==> config.mk <==
export PLATFORM = sky130hd
export DESIGN_NAME = uart_rx
export DESIGN_NICKNAME = d
export VERILOG_FILES = /design/src/rtl/uart_rx.sv
export SDC_FILE = /design/constraint.sdc
export NUM_CORES = 1
export LEC_CHECK = 0
export BUFFER_PORTS_ARGS = -buffer_cell sky130_fd_sc_hd__buf_2
export CAP_MARGIN = 10
export CORE_MARGIN = 2
export CORE_UTILIZATION = 40
export CTS_CLUSTER_SIZE = 10
export DETAILED_ROUTE_END_ITERATION = 7
export GPL_ROUTABILITY_DRIVEN = 0
export GPL_TIMING_DRIVEN = 0
export SYNTH_ARGS = -nofsm -noshare
export SYNTH_HDL_FRONTEND = slang
export SYNTH_SLANG_ARGS = --single-unit
==> constraint.sdc <==
create_clock -name clk -period 2.5 [get_ports clk]
set_input_delay 0.5 -clock clk [delete_from_list [all_inputs] [get_ports clk]]
set_output_delay 0.5 -clock clk [all_outputs]
set_load 0.01 [all_outputs]
==> src/rtl/uart_rx.sv <==
// rtl/uart_rx.sv - 8N1 oversampled UART receiver with valid/ready byte output
//
// Ports:
//   clk        system clock, rising edge
//   rst_n      asynchronous active-low reset
//   rx         serial line, idle high, asynchronous to clk
//   data_out   last accepted received byte
//   data_valid data_out holds an unconsumed byte
//   data_ready consumer accepts the byte when data_valid && data_ready
//   frame_err  one-cycle pulse: stop bit sampled low
//   overrun    one-cycle pulse: byte completed while data_valid still high
//   busy       high whenever the receiver is not idle
module uart_rx #(
    parameter int CLK_FREQ   = 50000000,
    parameter int BAUD_RATE  = 9600,
    parameter int OVERSAMPLE = 16,
    parameter int TICK_DIV   = CLK_FREQ / (BAUD_RATE * OVERSAMPLE)
) (
    input  logic       clk,
    input  logic       rst_n,
    input  logic       rx,
    output logic [7:0] data_out,
    output logic       data_valid,
    input  logic       data_ready,
    output logic       frame_err,
    output logic       overrun,
    output logic       busy
);

    localparam int TW = (TICK_DIV > 1) ? $clog2(TICK_DIV) : 1;
    localparam int SW = $clog2(OVERSAMPLE);
    localparam logic [TW-1:0] TICK_MAX = TW'(TICK_DIV - 1);
    localparam logic [SW-1:0] S_MID    = SW'(OVERSAMPLE / 2 - 1);
    localparam logic [SW-1:0] S_LAST   = SW'(OVERSAMPLE - 1);

    typedef enum logic [1:0] {IDLE, START, DATA, STOP} state_t;

    state_t          state;
    state_t          state_nxt;
    logic            rx_q;
    logic            rx_s;
    logic [TW-1:0]   tick_cnt;
    logic            tick;
    logic [SW-1:0]   s_cnt;
    logic [2:0]      b_cnt;
    logic [7:0]      shreg;
    logic            brk;       // stop bit was low; waiting for the line to return high
    logic            s_hit_mid;
    logic            s_hit_last;
    logic            enter_start;
    logic            byte_done;
    logic            stop_bad;
    logic            xfer;

    assign tick       = (tick_cnt == TICK_MAX);
    assign s_hit_mid  = tick && (s_cnt == S_MID);
    assign s_hit_last = tick && (s_cnt == S_LAST);
    assign xfer       = data_valid && data_ready;

    // State register
    always_ff @(posedge clk or negedge rst_n) begin
        if (!rst_n) begin
            state <= IDLE;
        end else begin
            state <= state_nxt;
        end
    end

    // Next-state logic
    always_comb begin
        state_nxt = state;
        case (state)
            IDLE:  if (!rx_s) state_nxt = START;
            START: if (s_hit_mid) state_nxt = rx_s ? IDLE : DATA;
            DATA:  if (s_hit_last && (b_cnt == 3'd7)) state_nxt = STOP;
            STOP: begin
                if (brk) begin
                    if (rx_s) state_nxt = IDLE;
                end else if (s_hit_last && rx_s) begin
                    state_nxt = IDLE;
                end
            end
            default: state_nxt = IDLE;
        endcase
    end

    // Decoded strobes
    always_comb begin
        busy        = (state != IDLE);
        enter_start = (state == IDLE) && !rx_s;
        byte_done   = (state == STOP) && !brk && s_hit_last && rx_s;
        stop_bad    = (state == STOP) && !brk && s_hit_last && !rx_s;
    end

    // Synchroniser, tick divider, counters and shift register
    always_ff @(posedge clk or negedge rst_n) begin
        if (!rst_n) begin
            rx_q     <= 1'b1;
            rx_s     <= 1'b1;
            tick_cnt <= '0;
            s_cnt    <= '0;
            b_cnt    <= 3'd0;
            shreg    <= 8'h00;
            brk      <= 1'b0;
        end else begin
            rx_q <= rx;
            rx_s <= rx_q;

            // Realign the divider to the detected falling edge.
            if (enter_start || tick) begin
                tick_cnt <= '0;
            end else begin
                tick_cnt <= tick_cnt + 1'b1;
            end

            if ((state == IDLE) || ((state == START) && s_hit_mid) || s_hit_last) begin
                s_cnt <= '0;
            end else if (tick) begin
                s_cnt <= s_cnt + 1'b1;
            end

            if (state != DATA) begin
                b_cnt <= 3'd0;
            end else if (s_hit_last) begin
                b_cnt <= b_cnt + 3'd1;
            end

            if ((state == DATA) && s_hit_last) begin
                shreg[b_cnt] <= rx_s;
            end

            if (state != STOP) begin
                brk <= 1'b0;
            end else if (stop_bad) begin
                brk <= 1'b1;
            end
        end
    end

    // Byte output handshake and error pulses
    always_ff @(posedge clk or negedge rst_n) begin
        if (!rst_n) begin
            data_out   <= 8'h00;
            data_valid <= 1'b0;
            frame_err  <= 1'b0;
            overrun    <= 1'b0;
        end else begin
            frame_err <= stop_bad;
            overrun   <= byte_done && data_valid && !data_ready;
            if (byte_done && (!data_valid || data_ready)) begin
                data_out   <= shreg;
                data_valid <= 1'b1;
            end else if (xfer) begin
                data_valid <= 1'b0;
            end
        end
    end

endmodule

==> flow_metrics.env <==
export IMPL_hold_start="rx"
export IMPL_start_kind="register"
export IMPL_drc=0
export IMPL_start_util_pct=41.27
export IMPL_tightest_slew_ps=870.4
export IMPL_grt_max_degree=41
export IMPL_cts_hold_buf=0
export IMPL_dp_hpwl_um=2342
export IMPL_drv_slew=0
export IMPL_path_clk_slew_ps=80
export IMPL_crit_fanout=10
export IMPL_endpoint_kind="register"
export IMPL_synth_top_area_cell="dfrtp_1"
export IMPL_clock_skew_ps=6.227
export IMPL_post_cts_setup_buffers=0
export IMPL_yosysSeqAreaShare_pct=51.48
export IMPL_hold_viol=0
export IMPL_synth_ff_type="dfrtp_1"
export IMPL_cts_resized=0
export IMPL_required_ps=2680
export IMPL_cts_path_max_buffers=2
export IMPL_netlist_area_sq_mm=0.001949
export IMPL_grt_use_total_pct=13.72
export IMPL_async_flop_share_pct=100.0
export IMPL_vias=1313
export IMPL_core_sq_mm=0.004723
export IMPL_avgSynthCellArea_sq_um=11.53
export IMPL_cts_tree="built"
export IMPL_tns_ps=0
export IMPL_antenna_found_initial=0
export IMPL_cts_buffers=5
export IMPL_syn_nets=178
export IMPL_ys_ff_latch=40
export IMPL_grt_first_pass_wirelength_um=5651
export IMPL_rows=25
export IMPL_die_w_um=73.81
export IMPL_syn_inst=169
export IMPL_synthToLayoutAreaGrowth_pct=12.97
export IMPL_crit_start="tick_cnt[0]"
export IMPL_synth_cell_type_count=45
export IMPL_synth_area_leaders="dfrtp_1, mux2_4, mux2_1"
export IMPL_rsz0062_at_grt="false"
export IMPL_r2r_start="tick_cnt[0]"
export IMPL_avgRoutedWirePerCell_um=12.92
export IMPL_drive_gt1_share_pct=23.96
export IMPL_min_period_ps=2085
export IMPL_drt_iter0_markers=69
export IMPL_first_pass_iters=4
export IMPL_synth_edf_count=0
export IMPL_fmax_mhz=479.6
export IMPL_p_leak_nw=1.068
export IMPL_relSlewSlack_pct=41.97
export IMPL_power_w=0.001112
export IMPL_status="complete, no violations"
export IMPL_path_class="register to register"
export IMPL_drv_cap=0
export IMPL_insertion_delay_ps=290
export IMPL_period_share_pct=83.40
export IMPL_setup_viol=0
export IMPL_vdd_drop_max_mv=0.2401
export IMPL_htree_num_levels=2
export IMPL_fill_cells=450
export IMPL_cts_root_buffer="clkbuf_8"
export IMPL_diodes=0
export IMPL_grt_overflow_total=0
export IMPL_yosysWarnings=0
export IMPL_powerDensity_mw_per_mm2=504.8
export IMPL_grt_pass1_vias=1207
export IMPL_cts_sinks=40
export IMPL_routed_wl_um=3347
export IMPL_die_area_sq_mm=0.005448
export IMPL_fp_dieH_um=73.81
export IMPL_synth_most_common_cell="dfrtp_1"
export IMPL_ios=16
export IMPL_synth_top_area_share_pct=48.78
export IMPL_portBuffers=15
export IMPL_drt_vias_per_instance=5.069
export IMPL_drtAntennaViolNets=0
export IMPL_synth_common_cells="dfrtp_1, nand2_1, nor2_1"
export IMPL_fin_nets=200
export IMPL_min_path_type="input port to register"
export IMPL_cp_arrival_ps=2260
placed cells by master (no fill, tap or decap), types with 2 or more instances in the layout:
cell | netlist | layout
a21oi_1 | 6 | 6
and2_1 | 3 | 3
and3_1 | 2 | 2
and4b_1 | 2 | 2
buf_2 | 0 | 15
clkbuf_1 | 4 | 5
clkbuf_8 | 0 | 6
dfrtp_1 | 38 | 38
dfstp_2 | 2 | 2
ha_1 | 5 | 5
inv_1 | 5 | 5
mux2_1 | 6 | 6
mux2_2 | 2 | 2
mux2_4 | 8 | 8
nand2_1 | 13 | 13
nand2b_1 | 6 | 6
nand3_1 | 6 | 6
nor2_1 | 13 | 13
nor2b_1 | 2 | 2
nor3_1 | 7 | 7
nor4_1 | 4 | 4
nor4_2 | 2 | 2
xnor2_1 | 7 | 7
xor2_1 | 3 | 3
cell families (layout without fill, tap and decap cells):
family / count (synthesis) / after routing / synth area share (%)
compound gates: 17 / 17 / 5.841
simple gates: 69 / 69 / 21.25
xor+xnor: 10 / 10 / 4.493
buf+inv: 12 / 35 / 2.952
mux: 16 / 16 / 10.78
fa+ha+maj: 5 / 5 / 3.209
flops: 40 / 40 / 51.48
report_power, final:
part / internal (W) / leakage (nW) / switching (W)
clock network: 0.000224 / 0.0445 / 0.000217
registers: 0.000650 / 0.537 / 0.00000115
logic: 0.00000308 / 0.487 / 0.0000163
sequential cells by signal, indices dropped and copies added (netlist names), named ones only:
name	count
tick_cnt	9
data_out	8
shreg	8
s_cnt	4
b_cnt	3
brk	1
data_valid	1
frame_err	1
overrun	1
rx_q	1
rx_s	1
state	1
layout make-up:
type	instances	area (sq um)	share of cell area (%)
Sequential cell	40	1003	45.57
Multi-Input combinational cell	117	888.4	40.34
Clock buffer	7	86.33	3.920
Tap cell	67	83.83	3.807
Timing Repair Buffer	15	75.07	3.409
Buffer	7	38.79	1.761
Inverter	5	18.77	0.8523
Clock inverter	1	7.507	0.3409
path summary, 6_finish.rpt:
path	to	slack, ps	depth (start not counted)
min in group asynchronous	data_out[6]	320	1
setup reg to reg	shreg[6]	410	7
max in group asynchronous	state[0]	1630	1
setup / recovery	shreg[6]	410	7
hold reg to reg	rx_s	360	0
hold / removal	rx_q	310	1
per-stage QoR:
step | util [%] | instance area, sq um | hold WS, ps | std cells | worst slack [ps]
6_report | 46.62 | 2202 | 306.0 | 259 | 414.9
2_1_floorplan | - | 1949 | 204.4 | 169 | 659.1
4_1_cts | 46.62 | 2202 | 295.2 | 259 | 405.5
5_1_grt | 46.62 | 2202 | 299.0 | 259 | 249.9
3_5_place_dp | 44.64 | 2108 | 347.6 | 251 | 421.8
3_3_place_gp | 44.64 | 2108 | 345.5 | 251 | 437.4
worst max-delay path: stages, from the launching register on:
cell and delay, ps:
dfrtp_1 420, inv_1 70, ha_1 150, and4b_1 330, nand4_2 180, buf_6 190, nor4_2 280, mux2_1 350
metal layers:
| metal | track usage [%] | wire [um] | vias up |
|---|---|---|---|
| li1 | - | - | 642 |
| met4 | 6.061 | 68 | 0 |
| met1 | 17.26 | 1554 | 633 |
| met3 | 3.704 | 137 | 9 |
| met2 | 22.02 | 1586 | 29 |
| met5 | 0 | 0 | - |
Power figures use the tool's default switching activity.
